<file path="config.mk">
export PLATFORM = sky130hd
export DESIGN_NAME = seq_detect_param
export DESIGN_NICKNAME = d
export VERILOG_FILES = /design/src/rtl/seq_detect_param.sv
export SDC_FILE = /design/constraint.sdc
export NUM_CORES = 1
export LEC_CHECK = 0
export CORE_MARGIN = 2
export CORE_UTILIZATION = 30
export DETAILED_ROUTE_END_ITERATION = 6
export SYNTH_ARGS = -nofsm -noshare
export SYNTH_HDL_FRONTEND = slang
export SYNTH_SLANG_ARGS = --single-unit
</file>
<file path="constraint.sdc">
create_clock -name clk -period 2.51 [get_ports clk]
set_clock_uncertainty 0.05 [all_clocks]
set_input_delay 0.502 -clock clk [delete_from_list [all_inputs] [get_ports clk]]
set_output_delay 0.502 -clock clk [all_outputs]
set_load 0.02 [all_outputs]
</file>
<file path="src/rtl/seq_detect_param.sv">
`default_nettype none
// ============================================================================
// Module   : seq_detect_param
// Purpose  : Serial pattern detector with loadable pattern, selectable overlap
//            and a saturating match counter.
// Revision : 1.0 - initial release
// ============================================================================
module seq_detect_param #(
    parameter int              PAT_W     = 4,
    parameter logic [PAT_W-1:0] RESET_PAT = 4'b1011,
    parameter int              CNT_W     = 8
) (
    input  logic             clk,
    input  logic             reset,
    input  logic             inp_valid,
    input  logic             inp_bit,
    input  logic             pat_load,
    input  logic [PAT_W-1:0] pattern_in,
    input  logic             overlap_en,
    input  logic             clr_count,
    output logic             seq_seen,
    output logic [CNT_W-1:0] count,
    output logic             count_sat
);

    localparam int               c_FILL_W = $clog2(PAT_W + 1);
    localparam logic [c_FILL_W-1:0] c_FILL_FULL = c_FILL_W'(PAT_W);
    localparam logic [CNT_W-1:0] c_CNT_MAX  = {CNT_W{1'b1}};

    logic [PAT_W-1:0]    pat_q;
    logic [PAT_W-1:0]    hist_q;
    logic [PAT_W-1:0]    hist_d;
    logic [c_FILL_W-1:0] fill_q;
    logic [c_FILL_W-1:0] fill_d;
    logic                seen_q;
    logic [CNT_W-1:0]    count_q;
    logic [CNT_W-1:0]    count_d;
    logic                sat_q;
    logic                sat_d;
    logic                w_match;

    always_comb begin
        hist_d  = {hist_q[PAT_W-2:0], inp_bit};
        fill_d  = (fill_q == c_FILL_FULL) ? c_FILL_FULL : fill_q + 1'b1;
        // A pattern load takes the cycle, so its inp_bit can never complete a match.
        w_match = inp_valid && !pat_load && (fill_d == c_FILL_FULL) && (hist_d == pat_q);

        count_d = count_q;
        sat_d   = sat_q;
        if (clr_count) begin
            count_d = w_match ? CNT_W'(1) : '0;
            sat_d   = 1'b0;
        end else begin
            if (w_match && (count_q != c_CNT_MAX)) begin
                count_d = count_q + 1'b1;
            end
            sat_d = sat_q | (count_d == c_CNT_MAX);
        end
    end

    always_ff @(posedge clk or negedge reset) begin
        if (!reset) begin
            pat_q   <= RESET_PAT;
            hist_q  <= '0;
            fill_q  <= '0;
            seen_q  <= 1'b0;
            count_q <= '0;
            sat_q   <= 1'b0;
        end else begin
            seen_q  <= w_match;
            count_q <= count_d;
            sat_q   <= sat_d;
            if (pat_load) begin
                pat_q  <= pattern_in;
                fill_q <= '0;
            end else if (inp_valid) begin
                hist_q <= hist_d;
                // Non-overlapping mode discards history so the next match needs PAT_W fresh bits.
                if (w_match && !overlap_en) begin
                    fill_q <= '0;
                end else begin
                    fill_q <= fill_d;
                end
            end
        end
    end

    assign seq_seen  = seen_q;
    assign count     = count_q;
    assign count_sat = sat_q;

endmodule
`default_nettype wire
</file>
== Word level (Yosys, flattened, before mapping) ==
Index checks and enable logic that the tools add are counted.
Word-level totals
  bits in registers: 20
  output and inout port bits: 10
Operators by class
  add/sub/neg operators: 2
  equality and inequality tests: 5
  multiplexer cells: 9
  bitwise logic cells: 2
  reduce and logical (&&, ||, !) cells: 9
Operators with widths (count)
  8-bit two-way mux: 3
  3-bit two-way mux: 4
  8-bit by 1-bit adder with 8-bit output (second input constant): 1
  8-bit == test (second input constant): 1
  8-bit != test (second input constant): 1
  3-bit == test (second input constant): 2
  1-bit logical AND: 5
  4-bit == test: 1
  3-bit by 1-bit adder with 3-bit output (second input constant): 1
  1-bit logical NOT: 2
  1-bit two-way mux: 2
  2-bit AND reduction: 1
  2-bit nonzero test: 1
  1-bit NOT: 1
  1-bit OR: 1

== Depth between registers and ports, before layout ==
Gate-level depths: netlist of the first run.
  depth after elaboration: 11
  gate-level depth with buffers: 9

== Least setup slack after synthesis of the first run ==
No wires, ideal clock.
  kind: reg-to-reg
  start: register count_q[0] (netlist: count[0])
  end: register sat_q (netlist: count_sat)
  data arrival time: 2082 ps
  data required time: 2357 ps
  slack: 275 ps
  cell stages (with the launch flop): 8
  clock period less this slack: 2235 ps
  path through: dfrtp_1 ha_1 and4_1 nand2_1 nor2_2 nor2_1 a221o_1 o41ai_2
On the way
  word-level cells in the longest chain between the ends: 7
RTL lines
  start, declared: line 36  | logic [CNT_W-1:0] count_q;
  start signal, assigned: line 71  | count_q <= count_d;
  parallel branches: the longest is 2 deep, another holds 8-bit by 1-bit adder with 8-bit output
  8-bit two-way mux (*): line 54  | if (w_match && (count_q != c_CNT_MAX)) begin
  8-bit two-way mux (*): line 50  | if (clr_count) begin
  8-bit == test (*): line 57  | sat_d = sat_q | (count_d == c_CNT_MAX);
  1-bit OR (*): line 57
  1-bit two-way mux (*): line 50
  net sat_d: line 39  | logic sat_d;
  end signal, assigned: line 72  | sat_q <= sat_d;
  end, declared: line 38  | logic sat_q;
Mark *: on every way through the listed nets, which the timed path passes. The select of a mux whose other input is x is not followed.
A chain may end at the register's enable or synchronous reset.

== Worst setup path after layout of the first run ==
  start: register fill_q[0]
  end: register sat_q (netlist: count_sat)
On the way
  word-level cells in the longest chain between the ends: 11
RTL lines
  start, declared: line 33  | logic [c_FILL_W-1:0] fill_q;
  start signal, assigned: line 82  | fill_q <= fill_d;
  3-bit by 1-bit adder with 3-bit output / 3-bit == test (equally long branches): line 44  | fill_d = (fill_q == c_FILL_FULL) ? c_FILL_FULL : fill_q + 1'b1;
  3-bit two-way mux (*): line 44
  3-bit == test (*): line 46  | w_match = inp_valid && !pat_load && (fill_d == c_FILL_FULL) && (hist_d == pat_q);
  1-bit logical AND (*) (2 in series): line 46
  1-bit logical AND (*): line 54
  8-bit two-way mux (*): line 54
  8-bit two-way mux (*): line 50
  8-bit == test (*): line 57
  1-bit OR (*): line 57
  1-bit two-way mux (*): line 50
  net sat_d: line 39
Mark *: on every way through the listed nets, which the timed path passes. The rest lies on a longest branch. The select of a mux whose other input is x is not followed.

==> run summary, run 1 <==
1st-pass router iterations - 4
Max H-tree Level - 1
Min Tclk post-route - 2.31 ns
Hold Slack - 0.460 ns
Yosys warning total - 0
Critical path's top delay family - compound AO/OA/AOI/OAI gates
Number of global-route vias before repair - 903
Synthesis-stage register bit count - 20
Max-slew violation count - 0
Most common cell after layout, fill and taps aside - sky130_fd_sc_hd__clkdlybuf4s50_1
Setup crit end kind - register
Buffers plus inverters on the worst setup path - 1
Via/cell ratio - 4.79
Slew at the pin with the worst max-slew slack - 0.436 ns
Total clock buffers created by CTS - 3
Die width - 65.6 um
Later-pin clock latency in the skew report - 0.26 ns
Total GRT Usage - 0.126
DP Worst Slack - 0.00133 ns
Yosys top cell by area - sky130_fd_sc_hd__dfrtp_1
Critical path's most frequent cell - sky130_fd_sc_hd__a221o_1
Routability cong. - 0.868
Post-layout total power - 0.000773 W
Count of buffers inserted at the top-level ports - 20
Average cell area after synthesis - 10.3 um2
Maximum number of pins on one net before global-route repair - 21
Die Area - 4300 um2
Cells traversed along the worst timing path - inv_1 > ha_1 > nand2b_1 > a21oi_1 > nand3_2 > a221o_1 > a221o_1 > o41ai_2
Worst setup path startpoint - fill_q[0]
Path depth of the worst reg2reg path - 8
Post-layout net count - 152
Reg2reg start - fill_q[0]
Max-slew headroom - 0.708
Detailed Route Iter0 Violations - 16
Initial Util - 0.311
Half-perimeter wire length of the detailed placement result - 1730 um
CP Launch Type - register
Clock-pin slew reported for the worst setup and hold paths after clock tree synthesis - 0.08 ns
Crit path max fanout - 4
Cell type of the slowest stage on the worst timing path - sky130_fd_sc_hd__dfrtp_1
Maxcap violations - 0
Worst reg2reg setup slack - 0.20 ns
Status - finished, final reports clean
Number of endpoints failing setup at the final stage - 0
Antenna diodes - 0
Crit. path cell count - 8
Least setup slack across all paths after layout - 0.202 ns
Number of distinct library cell variants in the gate-level netlist after synthesis - 37
Gr ovfl total - 0
Capturing point of the worst reg2reg path - count_sat
Sum of negative setup slack - 0 ns
Classification of the worst setup path - register to register
Highest ir drop seen on vdd - 0.000228 V
Critical Path Sink - count_sat
Wire length per cell after detailed routing - 12.7 um
Maximum buffer depth of the clock tree - 2
Path class of the lowest-slack min-delay path - register to register
Number of placement rows - 22
Area of the mapped netlist - 1140 um2
Number of routed nets with antenna violations - 0
Unrepaired setup endpoints after global routing - false
Global-route wire length before repair - 4210 um
Period utilization - 0.919
Portion of the post-synthesis area used by sequential elements - 0.443
Final wirelength - 2340 um
DRC violation count after routing - 0
Vias after detailed routing - 887
Layout cells sized above 1 - 0.197
Fmax - 433 MHz
Antenna violations before repair - 0
Clock Tree Root - sky130_fd_sc_hd__clkbuf_8
Number of sinks handled by clock tree synthesis - 20
Slowest Stage Delay on Critical Path - 0.40 ns
Total power density per cell area - 518 nW/um2
Post-synthesis to final-layout area growth - 31.1%
Fraction of the core area covered by cells at the end of the flow - 0.408
Area of the core region - 3660 um2
Final hold viol count - 0
Die Y-Extent - 65.6 um
Data required time of the worst path - 2.62 ns
Number of instances in the synthesized netlist - 111
I/O pin count - 21
Most used cells in the layout excluding fill and tap cells - sky130_fd_sc_hd__clkdlybuf4s50_1 (20), sky130_fd_sc_hd__dfrtp_1 (17), sky130_fd_sc_hd__nor2_1 (12)
Area contributors post-synth - sky130_fd_sc_hd__dfrtp_1 (37%), sky130_fd_sc_hd__dfstp_2 (6.9%), sky130_fd_sc_hd__mux2_2 (6.9%)
Yosys top cell area share - 0.374
CTS tree - done
Arrival @ worst endpoint - 2.42 ns
Net count after synthesis - 125
Total leakage power - 0.576 nW
==> what timing repair did <==
item | 4_1_cts | 5_1_grt
gates resized for setup | 0 | 1
setup buffers | 0 | 0
setup endpoints to repair | 0 | 1
hold buffers | 0 | 0
==> report_power, final <==
part / leakage, nW / switching, W / internal [W]
clock network: 0.0357 / 0.000116 / 0.000213
logic: 0.281 / 0.0000336 / 0.0000477
registers: 0.259 / 0.0000162 / 0.000346
==> synthesized netlist by cell type, drive strengths merged <==
master  instances
dfrtp          17
nor2           13
mux2            7
inv             6
nand2           6
nand2b          6
nand3           5
nor3            5
xnor2           5
a21oi           4
buf             4
xor2            4
a31oi           3
dfstp           3
ha              3
o21ai           3
a221o           2
nor4            2
or3             2
a211oi          1
and3b           1
and4            1
clkbuf          1
mux2i           1
nand3b          1
nand4           1
nor3b           1
o311a           1
o32ai           1
o41ai           1
==> metal layers <==
metal,global-route usage,wire [um],vias to the layer above
li1,-,-,444
met1,0.173,1150,419
met2,0.193,1050,19
met3,0.0205,93,5
met4,0.0625,51,0
met5,0,0,-
==> state kept, by name, summed over array words and instances (netlist names) <==
| register | flops |
|---|---|
| count_sat | 1 |
| fill_q | 3 |
| pat_q | 4 |
| seq_seen | 1 |
| count | 8 |
| hist_q | 3 |
==> worst min path at each step <==
stage,startpoint,to,slack [ns],cells past startpoint
global route,count_sat,count_sat,0.51,2
CTS,count_sat,count_sat,0.47,2
global placement,count_sat,count_sat,0.45,2
detailed placement,count_sat,count_sat,0.44,2
finish,count_sat,count_sat,0.46,2
floorplan,reset,count[0],0.16,0
==> stage by stage <==
stage / instance area, um2 / std cells
after floorplan: 1140 / 111
after global placement: 1420 / 181
after detailed placement: 1420 / 181
after CTS: 1490 / 185
after global routing: 1490 / 185
final: 1490 / 185
==> worst min-delay path, stage by stage, from the launching register on <==
cell and delay (ns):
sky130_fd_sc_hd__dfrtp_1 0.36, sky130_fd_sc_hd__nand2b_1 0.07, sky130_fd_sc_hd__o41ai_2 0.05
==> kinds of logic (layout without fill, tap and decap cells) <==
group                    after synthesis  count (layout)  synth area share
AND/OR/NAND/NOR                       44              44             0.224
flip-flops                            20              20             0.443
AO/OA/AOI/OAI                         16              16             0.102
buffers and inverters                 11              37            0.0505
XOR/XNOR                               9               9            0.0692
multiplexers                           8               8            0.0780
adder cells (fa/ha/maj)                3               3            0.0330
==> area by class of cell <==
class | count | area, um2
Sequential cell | 20 | 504
Timing Repair Buffer | 27 | 253
Tap cell | 48 | 60.1
Clock buffer | 3 | 41.3
Clock inverter | 1 | 30.0
Multi-Input combinational cell | 80 | 582
Fill cell | 367 | 2170
Inverter | 6 | 22.5
Note: power is estimated with default switching activity, not from simulation.
==> run 2: changes to the inputs <==
==> constraint.sdc (replaced) <==
create_clock -name clk -period 2.45 [get_ports clk]
set_clock_uncertainty 0.05 [all_clocks]
set_input_delay 0.49 -clock clk [delete_from_list [all_inputs] [get_ports clk]]
set_output_delay 0.49 -clock clk [all_outputs]
set_load 0.02 [all_outputs]
==> run summary, run 2 (synthesis results as in run 1) <==
Status - finished, final reports clean (unchanged)
Clock Tree Root - sky130_fd_sc_hd__clkbuf_8 (unchanged)
Maximum number of pins on one net before global-route repair - 21 (unchanged)
Antenna diodes - 0 (unchanged)
Number of endpoints failing setup at the final stage - 0 (unchanged)
Routability cong. - 0.880 (was 0.868)
Max H-tree Level - 1 (unchanged)
Most common cell after layout, fill and taps aside - sky130_fd_sc_hd__clkdlybuf4s50_1 (unchanged)
Global-route wire length before repair - 4210 um (unchanged)
Post-DP Area - 1450 um2 (was 1420 um2)
Post-synthesis to final-layout area growth - 33.6% (was 31.1%)
Number of buffers inserted for hold repair after clock tree synthesis - 0 (unchanged)
Layout Cell Area excl Fill - 1520 um2 (was 1490 um2)
Half-perimeter wire length of the detailed placement result - 1830 um (was 1730 um)
Total power density per cell area - 521 nW/um2 (was 518 nW/um2)
Min Tclk post-route - 2.31 ns (about the same)
Initial Util - 0.311 (unchanged)
WHS Endpoint - count_sat (unchanged)
Die width - 65.6 um (unchanged)
Max-slew violation count - 0 (unchanged)
Via/cell ratio - 4.82 (was 4.79)
Path depth of the worst reg2reg path - 8 (unchanged)
DRC violation count after routing - 0 (unchanged)
Setup crit end kind - register (unchanged)
I/O pin count - 21 (unchanged)
Crit path max fanout - 4 (unchanged)
Power share of the combinational group - 0.110 (was 0.105)
Wire length per cell after detailed routing - 12.9 um (was 12.7 um)
Vias after detailed routing - 911 (was 887)
Fraction of the core area covered by cells at the end of the flow - 0.416 (was 0.408)
CTS tree - done (unchanged)
1st-pass router iterations - 4 (unchanged)
Max-slew headroom - 0.713 (was 0.708)
Later-pin clock latency in the skew report - 0.26 ns (about the same)
Number of sinks handled by clock tree synthesis - 20 (unchanged)
Worst setup path startpoint - fill_q[0] (unchanged)
Min-Delay Path Depth - 2 (unchanged)
Startpoint of the lowest-slack hold path - count_sat (unchanged)
Number of global-route vias before repair - 916 (was 903)
Fmax - 433 MHz (about the same)
Total clock buffers created by CTS - 3 (unchanged)
Number of placement rows - 22 (unchanged)
Arrival @ worst endpoint - 2.42 ns (about the same)
Antenna violations before repair - 0 (unchanged)
Clock network power share - 0.422 (was 0.425)
Total leakage power - 0.596 nW (was 0.576 nW)
Total instance count after detailed placement - 185 (was 181)
Worst reg2reg setup slack - 0.14 ns (was 0.20 ns)
DP Worst Slack - -0.0346 ns (was 0.00133 ns)
Count of non-filler cells in the finished layout - 189 (was 185)
Reg2reg start - fill_q[0] (unchanged)
Path class of the lowest-slack min-delay path - register to register (unchanged)
Number of flip-flops under the largest register name - 8 (unchanged)
Least setup slack across all paths after layout - 0.143 ns (was 0.202 ns)
Final hold viol count - 0 (unchanged)
Maximum buffer depth of the clock tree - 2 (unchanged)
Unrepaired setup endpoints after global routing - false (unchanged)
Post-cts repair resize count - 0 (unchanged)
Total GRT Usage - 0.127 (was 0.126)
Total net switching power - 0.000170 W (was 0.000165 W)
Int Power - 0.000624 W (was 0.000607 W)
Area of the core region - 3660 um2 (unchanged)
Layout fillers - 374 (was 367)
Data required time of the worst path - 2.56 ns (was 2.62 ns)
Post-CTS Setup Repair Bufs - 0 (unchanged)
Most used cells in the layout excluding fill and tap cells - sky130_fd_sc_hd__clkdlybuf4s50_1 (20), sky130_fd_sc_hd__dfrtp_1 (17), sky130_fd_sc_hd__nor2_1 (12) (unchanged)
Count of buffers inserted at the top-level ports - 20 (unchanged)
Period utilization - 0.942 (was 0.919)
Die Area - 4300 um2 (unchanged)
Classification of the worst setup path - register to register (unchanged)
Post-layout net count - 156 (was 152)
Capturing point of the worst reg2reg path - count_sat (unchanged)
Die Y-Extent - 65.6 um (unchanged)
Layout cells sized above 1 - 0.227 (was 0.197)
Final wirelength - 2440 um (was 2340 um)
Gr ovfl total - 0 (unchanged)
Slew at the pin with the worst max-slew slack - 0.429 ns (was 0.436 ns)
Sum of negative setup slack - 0 ns (unchanged)
Number of routed nets with antenna violations - 0 (unchanged)
Clock-pin slew reported for the worst setup and hold paths after clock tree synthesis - 0.08 ns (about the same)
Proportion of power drawn by flip-flops and latches - 0.468 (was 0.469)
CP Launch Type - register (unchanged)
Maxcap violations - 0 (unchanged)
Highest ir drop seen on vdd - 0.000454 V (was 0.000228 V)
Switching part of the total - 0.214 (about the same)
Detailed Route Iter0 Violations - 42 (was 16)
[run 2: stage by stage]
| step | hold WS, ns | power, W |
|---|---|---|
| after floorplan | 0.144 | 0.000425 |
| after global placement | 0.450 | 0.000460 |
| after detailed placement | 0.429 | 0.000465 |
| after CTS | 0.457 | 0.000803 |
| after global routing | 0.495 | 0.000832 |
| final | 0.454 | 0.000793 |
[run 2: routing by layer]
| metal | up-vias | track usage | part of all wire |
|---|---|---|---|
| met5 | - | 0 | 0 |
| met4 | 0 | 0.0469 | 0.016 |
| met3 | 4 | 0.0223 | 0.041 |
| met2 | 20 | 0.196 | 0.46 |
| met1 | 434 | 0.177 | 0.48 |
| li1 | 453 | - | - |
[run 2: area by class of cell]
class / instances / area [um2] / share of cell area
repair buffers: 31 / 283 / 0.186
clock inverters: 1 / 30.0 / 0.0197
well taps: 48 / 60.1 / 0.0395
flip-flops and latches: 20 / 504 / 0.331
clock buffers: 3 / 41.3 / 0.0271
multi-input cells: 80 / 581 / 0.382
inverters: 6 / 22.5 / 0.0148
[run 2: critical path, cell delays in order, from the launching register on]
cell,delay [ns]
sky130_fd_sc_hd__dfrtp_1,0.40
sky130_fd_sc_hd__inv_1,0.08
sky130_fd_sc_hd__ha_1,0.31
sky130_fd_sc_hd__nand2b_1,0.17
sky130_fd_sc_hd__a21oi_2,0.16
sky130_fd_sc_hd__nand3_2,0.12
sky130_fd_sc_hd__a221o_1,0.35
sky130_fd_sc_hd__a221o_1,0.28
sky130_fd_sc_hd__o41ai_2,0.28
[run 2: worst max path at each step]
stage               slack, ns   endpoint
detailed placement      -0.03  count_sat
finish                   0.14  count_sat
floorplan                0.21  count_sat
global placement        -0.02  count_sat
global route            0.005  count_sat
CTS                      0.07  count_sat
[run 2: power by group through the flow]
stage           logic, W  registers [W]  clock network (W)
6_report       0.0000872       0.000371           0.000335
5_1_grt        0.0000957       0.000375           0.000361
4_1_cts        0.0000870       0.000372           0.000345
3_5_place_dp   0.0000869       0.000378                  0
3_3_place_gp   0.0000836       0.000377                  0
2_1_floorplan  0.0000513       0.000373                  0
